===== config.mk =====
export PLATFORM = sky130hd
export DESIGN_NAME = spi_reg_responder_flat
export DESIGN_NICKNAME = d
export VERILOG_FILES = /design/src/rtl/spi_reg_responder_if.sv /design/src/rtl/spi_reg_responder.sv /design/src/flat_wrapper.sv
export SDC_FILE = /design/constraint.sdc
export NUM_CORES = 1
export LEC_CHECK = 0
export ABC_CLOCK_PERIOD_IN_PS = 2600
export CAP_MARGIN = 15
export CORE_ASPECT_RATIO = 1.25
export CORE_MARGIN = 2
export CORE_UTILIZATION = 45
export DETAILED_ROUTE_END_ITERATION = 7
export GPL_TIMING_DRIVEN = 0
export MAX_ROUTING_LAYER = met4
export PLACE_DENSITY = 0.85
export SLEW_MARGIN = 20
export SYNTH_ARGS = -nofsm -noshare
export SYNTH_HDL_FRONTEND = slang
export SYNTH_SLANG_ARGS = --single-unit

===== constraint.sdc =====
create_clock -name clk -period 2.6 [get_ports clk]
set_input_delay 0.65 -clock clk [delete_from_list [all_inputs] [get_ports clk]]
set_output_delay 0.65 -clock clk [all_outputs]
set_load 0.01 [all_outputs]

===== src/rtl/spi_reg_responder_if.sv =====
// SPI wires between a spi_driver (master) and the register responder (slave).
interface spi_reg_responder_if;
  logic spi_clk;
  logic serial_in;
  logic serial_out;

  modport master (output spi_clk, output serial_in, input serial_out);
  modport slave  (input spi_clk, input serial_in, output serial_out);
endinterface


===== src/rtl/spi_reg_responder.sv =====
// SPI register target: 8-bit address then 8-bit data, returns the pre-write value, commits RW writes.
// spi_clk is oversampled in clk; frames are delimited by spi_clk idle timeout.
module spi_reg_responder #(
  parameter int NUM_RW_REGS  = 8,
  parameter int NUM_RO_REGS  = 8,
  parameter int IDLE_TIMEOUT = 64,
  parameter int SYNC_STAGES  = 2
) (
  input  logic                     clk,
  input  logic                     rst,
  spi_reg_responder_if.slave       spi,
  input  logic [8*NUM_RO_REGS-1:0] status_i,
  output logic [8*NUM_RW_REGS-1:0] regs_o,
  output logic                     wr_strobe_o,
  output logic [7:0]               wr_addr_o,
  output logic                     bad_addr_o,
  output logic                     frame_err_o
);

  localparam int IW = $clog2(IDLE_TIMEOUT + 1);
  localparam logic [IW-1:0] IDLE_MAX = IW'(IDLE_TIMEOUT);
  localparam logic [8:0] RW_END = 9'(NUM_RW_REGS);
  localparam logic [8:0] RO_END = 9'(NUM_RW_REGS + NUM_RO_REGS);

  typedef enum logic [2:0] {S_IDLE, S_ADDR, S_DATA, S_COMMIT, S_POST} state_e;

  logic [SYNC_STAGES-1:0]   sclk_sync_q, sin_sync_q;
  logic                     sclk_prev_q;
  state_e                   state_q, state_d;
  logic [4:0]               bit_cnt_q, bit_cnt_d;
  logic [IW-1:0]            idle_q, idle_d;
  logic [7:0]               addr_q, addr_d;
  logic [7:0]               data_q, data_d;
  logic [7:0]               tx_q, tx_d;
  logic                     loaded_q, loaded_d;
  logic [8*NUM_RW_REGS-1:0] regs_q, regs_d;
  logic                     wr_strobe_q, wr_strobe_d;
  logic [7:0]               wr_addr_q, wr_addr_d;
  logic                     bad_addr_q, bad_addr_d;
  logic                     frame_err_q, frame_err_d;

  logic       sclk_s, sin_s, rise, fall, timeout;
  logic [7:0] rd_val;
  logic [8:0] addr9;

  assign sclk_s  = sclk_sync_q[SYNC_STAGES-1];
  assign sin_s   = sin_sync_q[SYNC_STAGES-1];
  assign rise    = sclk_s & ~sclk_prev_q;
  assign fall    = ~sclk_s & sclk_prev_q;
  assign timeout = (idle_q == IDLE_MAX) && !rise && !fall;
  assign addr9   = {1'b0, addr_q};

  always_comb begin
    rd_val = 8'h00;
    for (int k = 0; k < NUM_RW_REGS; k++)
      if (addr9 == 9'(k)) rd_val = regs_q[8*k +: 8];
    for (int k = 0; k < NUM_RO_REGS; k++)
      if (addr9 == 9'(NUM_RW_REGS + k)) rd_val = status_i[8*k +: 8];
  end

  always_comb begin
    state_d     = state_q;
    bit_cnt_d   = bit_cnt_q;
    addr_d      = addr_q;
    data_d      = data_q;
    tx_d        = tx_q;
    loaded_d    = loaded_q;
    regs_d      = regs_q;
    wr_strobe_d = 1'b0;
    wr_addr_d   = wr_addr_q;
    bad_addr_d  = 1'b0;
    frame_err_d = 1'b0;

    if (rise || fall || sclk_s) idle_d = '0;
    else if (idle_q != IDLE_MAX) idle_d = idle_q + 1'b1;
    else idle_d = idle_q;

    unique case (state_q)
      S_IDLE: begin
        if (rise) begin
          addr_d    = {7'b0, sin_s};
          bit_cnt_d = 5'd1;
          tx_d      = 8'h00;
          loaded_d  = 1'b0;
          state_d   = S_ADDR;
        end
      end
      S_ADDR: begin
        if (rise) begin
          addr_d    = {addr_q[6:0], sin_s};
          bit_cnt_d = bit_cnt_q + 5'd1;
          if (bit_cnt_q == 5'd7) state_d = S_DATA;
        end else if (timeout) begin
          frame_err_d = 1'b1;
          bit_cnt_d   = 5'd0;
          state_d     = S_IDLE;
        end
      end
      S_DATA: begin
        if (rise) begin
          data_d    = {data_q[6:0], sin_s};
          bit_cnt_d = bit_cnt_q + 5'd1;
          if (bit_cnt_q == 5'd15) state_d = S_COMMIT;
        end else if (fall) begin
          // Read value is captured once, at the first fall of the data byte.
          if (!loaded_q) begin
            tx_d     = rd_val;
            loaded_d = 1'b1;
          end else begin
            tx_d = {tx_q[6:0], 1'b0};
          end
        end else if (timeout) begin
          frame_err_d = 1'b1;
          bit_cnt_d   = 5'd0;
          state_d     = S_IDLE;
        end
      end
      S_COMMIT: begin
        if (addr9 < RW_END) begin
          for (int k = 0; k < NUM_RW_REGS; k++)
            if (addr9 == 9'(k)) regs_d[8*k +: 8] = data_q;
          wr_strobe_d = 1'b1;
          wr_addr_d   = addr_q;
        end else if (addr9 >= RO_END) begin
          bad_addr_d = 1'b1;
        end
        state_d = S_POST;
      end
      // Surplus rises after a committed frame are swallowed until the line goes idle.
      S_POST: begin
        if (timeout) begin
          bit_cnt_d = 5'd0;
          state_d   = S_IDLE;
        end
      end
      default: state_d = S_IDLE;
    endcase
  end

  always_ff @(posedge clk) begin
    if (rst) begin
      sclk_sync_q <= '0;
      sin_sync_q  <= '0;
      sclk_prev_q <= 1'b0;
      state_q     <= S_IDLE;
      bit_cnt_q   <= '0;
      idle_q      <= '0;
      addr_q      <= '0;
      data_q      <= '0;
      tx_q        <= '0;
      loaded_q    <= 1'b0;
      regs_q      <= '0;
      wr_strobe_q <= 1'b0;
      wr_addr_q   <= '0;
      bad_addr_q  <= 1'b0;
      frame_err_q <= 1'b0;
    end else begin
      sclk_sync_q <= {sclk_sync_q[SYNC_STAGES-2:0], spi.spi_clk};
      sin_sync_q  <= {sin_sync_q[SYNC_STAGES-2:0], spi.serial_in};
      sclk_prev_q <= sclk_s;
      state_q     <= state_d;
      bit_cnt_q   <= bit_cnt_d;
      idle_q      <= idle_d;
      addr_q      <= addr_d;
      data_q      <= data_d;
      tx_q        <= tx_d;
      loaded_q    <= loaded_d;
      regs_q      <= regs_d;
      wr_strobe_q <= wr_strobe_d;
      wr_addr_q   <= wr_addr_d;
      bad_addr_q  <= bad_addr_d;
      frame_err_q <= frame_err_d;
    end
  end

  assign spi.serial_out = (state_q == S_DATA) ? tx_q[7] : 1'b0;
  assign regs_o         = regs_q;
  assign wr_strobe_o    = wr_strobe_q;
  assign wr_addr_o      = wr_addr_q;
  assign bad_addr_o     = bad_addr_q;
  assign frame_err_o    = frame_err_q;

endmodule


===== src/flat_wrapper.sv =====
// flat-port wrapper written by rule: the top's interface ports become plain ports
module spi_reg_responder_flat 
#(
  parameter int NUM_RW_REGS  = 8,
  parameter int NUM_RO_REGS  = 8,
  parameter int IDLE_TIMEOUT = 64,
  parameter int SYNC_STAGES  = 2
)
  (clk, rst, status_i, regs_o, wr_strobe_o, wr_addr_o, bad_addr_o, frame_err_o, spi_spi_clk, spi_serial_in, spi_serial_out);
  spi_reg_responder_if spi_i ();
  input  logic clk;
  input  logic rst;
  input  logic [8*NUM_RO_REGS-1:0] status_i;
  output logic [8*NUM_RW_REGS-1:0] regs_o;
  output logic wr_strobe_o;
  output logic [7:0] wr_addr_o;
  output logic bad_addr_o;
  output logic frame_err_o;
  input wire logic [$bits(spi_i.spi_clk)-1:0] spi_spi_clk;
  input wire logic [$bits(spi_i.serial_in)-1:0] spi_serial_in;
  output wire logic [$bits(spi_i.serial_out)-1:0] spi_serial_out;
  assign spi_i.spi_clk = spi_spi_clk;
  assign spi_i.serial_in = spi_serial_in;
  assign spi_serial_out = spi_i.serial_out;
  spi_reg_responder #(.NUM_RW_REGS(NUM_RW_REGS), .NUM_RO_REGS(NUM_RO_REGS), .IDLE_TIMEOUT(IDLE_TIMEOUT), .SYNC_STAGES(SYNC_STAGES)) u_core (.clk(clk), .rst(rst), .spi(spi_i), .status_i(status_i), .regs_o(regs_o), .wr_strobe_o(wr_strobe_o), .wr_addr_o(wr_addr_o), .bad_addr_o(bad_addr_o), .frame_err_o(frame_err_o));
endmodule

Yosys cells after proc, flatten, opt, wreduce, memory -nomap -nowiden
Cells that the tools add are included.

Bits in registers: 120. Bits of input ports: 68. Output and inout bits: 76.

Add/subtract/negate cells: 2. $lt $le $gt $ge: 2. Equal/unequal tests: 30. Muxes and demuxes: 50. Bitwise operators: 5. Reduce and logical (&&, ||, !) cells: 28.

Operators with widths (number): 2-to-1 mux 8 bit (22); equality test 8 x 4 -> 1 bit (second input constant) (8); equality test 8 x 3 -> 1 bit (second input constant) (4); one-hot mux 8 bit (2 select lines) (2); AND reduction 3 bit (10); 2-to-1 mux 5 bit (5); 2-to-1 mux 3 bit (7); one-hot mux 5 bit (4 select lines) (1); equality test 8 x 2 -> 1 bit (second input constant) (2); one-hot mux 3 bit (5 select lines) (1); 2-to-1 mux 1 bit (10); zero test 9 bit (1); equality test 8 x 1 -> 1 bit (second input constant) (1); greater-or-equal comparator 8 x 5 -> 1 bit (second input constant) (1); less-than comparator 8 x 4 -> 1 bit (second input constant) (1); AND reduction 4 bit (2); adder 7 x 1 -> 7 bit (second input constant) (1); equality test 7 bit (second input constant) (1); inequality test 7 bit (second input constant) (1); equality test 3 x 2 -> 1 bit (second input constant) (2); inequality test 2 x 1 -> 1 bit (second input constant) (3); inequality test 3 bit (second input constant) (2); adder 5 x 1 -> 5 bit (second input constant) (1); equality test 5 x 3 -> 1 bit (second input constant) (1); 17 further kinds (27).

Depth between registers and ports, before layout
Depth after elaboration: 21. Gate-level depth with buffers: 9. Gate-level depth less buffers: 8.

Worst setup path after synthesis
OpenSTA, ideal clock, no wires.

Kind: register -> register. Start point: register u_core.addr_q[3]. End point: register u_core.tx_q[3]. Arrival time: 1980 ps. Data required time: 2514 ps. Slack: 533 ps. Cell stages (with the launch flop): 9. Buffers on the path: 2. Cell sequence: dfxtp_1 buf_4 or4b_1 buf_2 o22ai_2 a22oi_1 a311o_1 a41o_1 a221oi_2.

Word-level cells in the longest chain between the ends: 21. Elaborated cells between the ends (all ways): 36. Those cells by class: eq/ne (15); mux (20); reduce/logical (1).

Ends and longest elaborated chain: start: declaration (RTL line spi_reg_responder.sv:32) `logic [7:0] addr_q, addr_d;`; start signal: assignment (RTL line spi_reg_responder.sv:164) `addr_q <= addr_d;`; zero test 9 bit (RTL line spi_reg_responder.sv:56) `if (addr9 == 9'(k)) rd_val = regs_q[8*k +: 8];`; 2-to-1 mux 8 bit (8 in series) (RTL line spi_reg_responder.sv:56); 2-to-1 mux 8 bit (7 in series) (RTL line spi_reg_responder.sv:58) `if (addr9 == 9'(NUM_RW_REGS + k)) rd_val = status_i[8*k +: 8];`; 2-to-1 mux 8 bit * (RTL line spi_reg_responder.sv:58); 2-to-1 mux 8 bit * (RTL line spi_reg_responder.sv:106) `if (!loaded_q) begin`; 2-to-1 mux 8 bit * (RTL line spi_reg_responder.sv:104) `end else if (fall) begin`; 2-to-1 mux 8 bit * (RTL line spi_reg_responder.sv:100) `if (rise) begin`; one-hot mux 8 bit (2 select lines) * (RTL line spi_reg_responder.sv:78) `unique case (state_q)`; end signal: assignment (RTL line spi_reg_responder.sv:166) `tx_q <= tx_d;`; end: declaration (RTL line spi_reg_responder.sv:34) `logic [7:0] tx_q, tx_d;`.

Mark *: on every way between the ends. The rest lies on a longest branch, timed or not. The select of a mux whose other input is x is not followed. A chain may end at the register's enable or synchronous reset.

Worst setup path after layout
Start point: register u_core.addr_q[0]. End point: register u_core.tx_q[6].

The elaborated chain is that of the path after synthesis.

==> qor.yml <==
layout:
  fin_cells: 1123
  nNetsFinal: 1012
  diodes: 0
  seqCellArea_um2: 2400
  drive_gt1_share_pct: 7.77
  multi_input_area_um2: 3510
  area_delta_synth_final_pct: 38.0
  nFillCells: 1125
grt:
  antenna_found_initial: 0
  gr-usage-all-layers_pct: 32.2
  grt-ovfl-total: 0
  grt_first_pass_wirelength_mm: 34.9
  first_global_vias: 6649
  grt_max_degree: 17
placed_design:
  post-dp-hpwl_mm: 16.5
  gp_congestion: 0.976
  post-place-cells: 1093
  portBuffers: 142
floorplan:
  coreArea_um2: 13300
  die_h_um: 135
  die_area_um2: 14600
  pin_count: 144
  initial_core_util_pct: 46.3
  fp.dieW_um: 109
  std_cell_rows: 47
clock_network:
  cts-htree-levels: 4
  clk_pin_slew_worst_paths_ns: 0.06
  cts_tree: "built"
  clk_latency_ns: 0.43
  cts_sinks: 120
  cts_setup_buffers: 0
  postCtsHoldBufs: 0
  clock_path_buffers: 2
  root_buffer: "clkbuf_16"
  cts_inserted_buffers: 17
yosys:
  ys_warn_count: 0
  synthesis.area_um2: 6150
  synth_cell_types: 72
  avgSynthCellArea_um2: 7.88
  synth_nets: 852
  synth_edf_count: 0
  ys_ff_latch: 120
  ys_dominant_reg_cell: "dfxtp_1"
  async_flop_share_pct: 0
  ys_seq_area_share_pct: 39.1
  synthCells: 780
drt:
  first_iter_violations: 643
  vias: 6920
  wl_per_cell_um: 20.7
  detail-route-antenna-nets: 0
  vias_per_cell: 6.16
  drcViolationCount: 0
  wl_mm: 23.2
  dr.pass1.iters: 6
critical_path:
  cpMaxStageDelayCell: "a311oi_1"
  worstPathRequired_ns: 2.93
  cpPeakStageDelay_ns: 0.44
  cpMostUsedCell: "buf_2"
  path_buf_inv: 4
  worst-setup-path-type: "reg2reg"
  critPathTopFamily: "buffers and inverters"
  critPathCaptureType: "flop"
  path_cells: "buf_2 > buf_2 > buf_1 > buf_2 > o21ai_0 > a311oi_1 > o31ai_1 > a221oi_1"
  cp.arrival_ns: 2.87
  path_max_fanout: 10
  critical_path.startpoint_type: "flop"
power:
  leakage_nw: 3.08
  power.density_nw_per_um2: 548
  vdd_drop_max_uv: 346
worst_hold_path:
  hold_class: "reg2reg"
timing:
  tns_ns: 0
  fin_skew_ns: 0.0168
  finalCriticalPeriod_ns: 2.54
  post-route-period-util_pct: 97.6
  hold_violations: 0
  worst_pin_slew_ns: 0.896
  fmax_ghz: 0.394
  slew_viol_final: 0
  max_slew_margin_pct: 39.8
  setup_violations: 0
  rsz0062_at_grt: "yes"
run:
  drv_cap: 0
status:
  status: "complete, no violations"
cells in the mapped netlist (13+ instances only):
library cell | instances | area, um2
buf_2 | 13 | 65.1
nor3_1 | 14 | 70.1
dfxtp_1 | 120 | 2400
nand3_1 | 26 | 130
nand2_1 | 153 | 574
o21ai_0 | 23 | 115
clkbuf_1 | 39 | 146
a221oi_1 | 20 | 175
a21oi_1 | 84 | 420
nor2_1 | 68 | 255
mux2i_1 | 32 | 320
nand2b_1 | 14 | 87.6
layout make-up:
class / count / share of cell area [%]
multi-input cells: 591 / 41.4
flip-flops and latches: 120 / 28.3
inverters: 11 / 0.487
plain buffers: 57 / 3.05
well taps: 171 / 2.52
clock buffers: 20 / 5.50
repair buffers: 142 / 16.7
clock inverters: 11 / 2.01
placed cells by master, fill, tap and decap left out, types with 20 or more instances in the layout:
| cell | Yosys | routed |
|---|---|---|
| a21oi_1 | 84 | 84 |
| a221oi_1 | 20 | 20 |
| clkbuf_1 | 39 | 33 |
| clkdlybuf4s50_1 | 0 | 142 |
| dfxtp_1 | 120 | 119 |
| mux2i_1 | 32 | 32 |
| nand2_1 | 153 | 153 |
| nand3_1 | 26 | 26 |
| nor2_1 | 68 | 66 |
| o21ai_0 | 23 | 23 |
sequential cells by signal (all words and copies together), names as in the netlist:
name / flops
u_core.regs_o: 64
u_core.addr_q: 8
u_core.data_q: 8
u_core.tx_q: 8
u_core.wr_addr_o: 8
u_core.idle_q: 7
u_core.bit_cnt_q: 5
u_core.state_q: 3
u_core.sclk_sync_q: 2
u_core.sin_sync_q: 2
u_core.bad_addr_o: 1
u_core.frame_err_o: 1
u_core.loaded_q: 1
u_core.sclk_prev_q: 1
u_core.wr_strobe_o: 1
cell families (layout without fill, tap and decap cells):
group	count (synthesis)	after routing	share of synthesized area (%)
AO/OA/AOI/OAI	214	214	23.1
XOR/XNOR	7	7	0.997
adder cells (fa/ha/maj)	7	7	1.30
buffers and inverters	69	241	4.78
flip-flops	120	120	39.1
multiplexers	33	33	5.58
AND/OR/NAND/NOR	330	330	25.2
power breakdown:
group	switching, mW	internal, mW	total, mW	leakage, nW
clock network	0.901	1.67	2.57	0.305
registers	0.00791	1.85	1.86	0.968
logic	0.101	0.116	0.218	1.81
metrics by stage:
| stage | power, mW | hold WS, ns | util (%) | setup WS (ns) | area [um2] |
|---|---|---|---|---|---|
| floorplan | 1.97 | 0.414 | - | 0.533 | 6150 |
| global placement | 2.11 | 0.416 | 58.6 | -0.0817 | 7780 |
| detailed placement | 2.11 | 0.425 | 58.6 | -0.145 | 7790 |
| CTS | 4.62 | 0.436 | 63.5 | 0.0299 | 8440 |
| global route | 4.71 | 0.445 | 63.9 | -0.0273 | 8490 |
| finish | 4.65 | 0.436 | 63.9 | 0.0624 | 8490 |
worst register-to-register path, cell delays in order (launching register included):
cell and delay (ns):
dfxtp_1 0.30, buf_2 0.22, buf_2 0.25, buf_1 0.34, buf_2 0.34, o21ai_0 0.17, a311oi_1 0.44, o31ai_1 0.13
a221oi_1 0.27
final timing paths:
kind                                 to  cells after the start                   from  slack (ns)
setup / recovery         u_core.tx_q[6]                      8       u_core.addr_q[0]        0.06
hold reg to reg   u_core.sclk_sync_q[1]                      1  u_core.sclk_sync_q[0]        0.44
setup reg to reg         u_core.tx_q[6]                      8       u_core.addr_q[0]        0.06
hold / removal    u_core.sclk_sync_q[1]                      1  u_core.sclk_sync_q[0]        0.44
routing by layer:
layer  GRT usage [%]  wire length (um)
met3            5.94              2470
met4            17.3              1170
met2            51.0             10900
met1            38.6              8650
met5               -                 0
repair_timing:
action,CTS,global route
setup endpoints to repair,10,48
cloned,0,0
resized for setup,5,18
(Power assumes the default switching activity.)
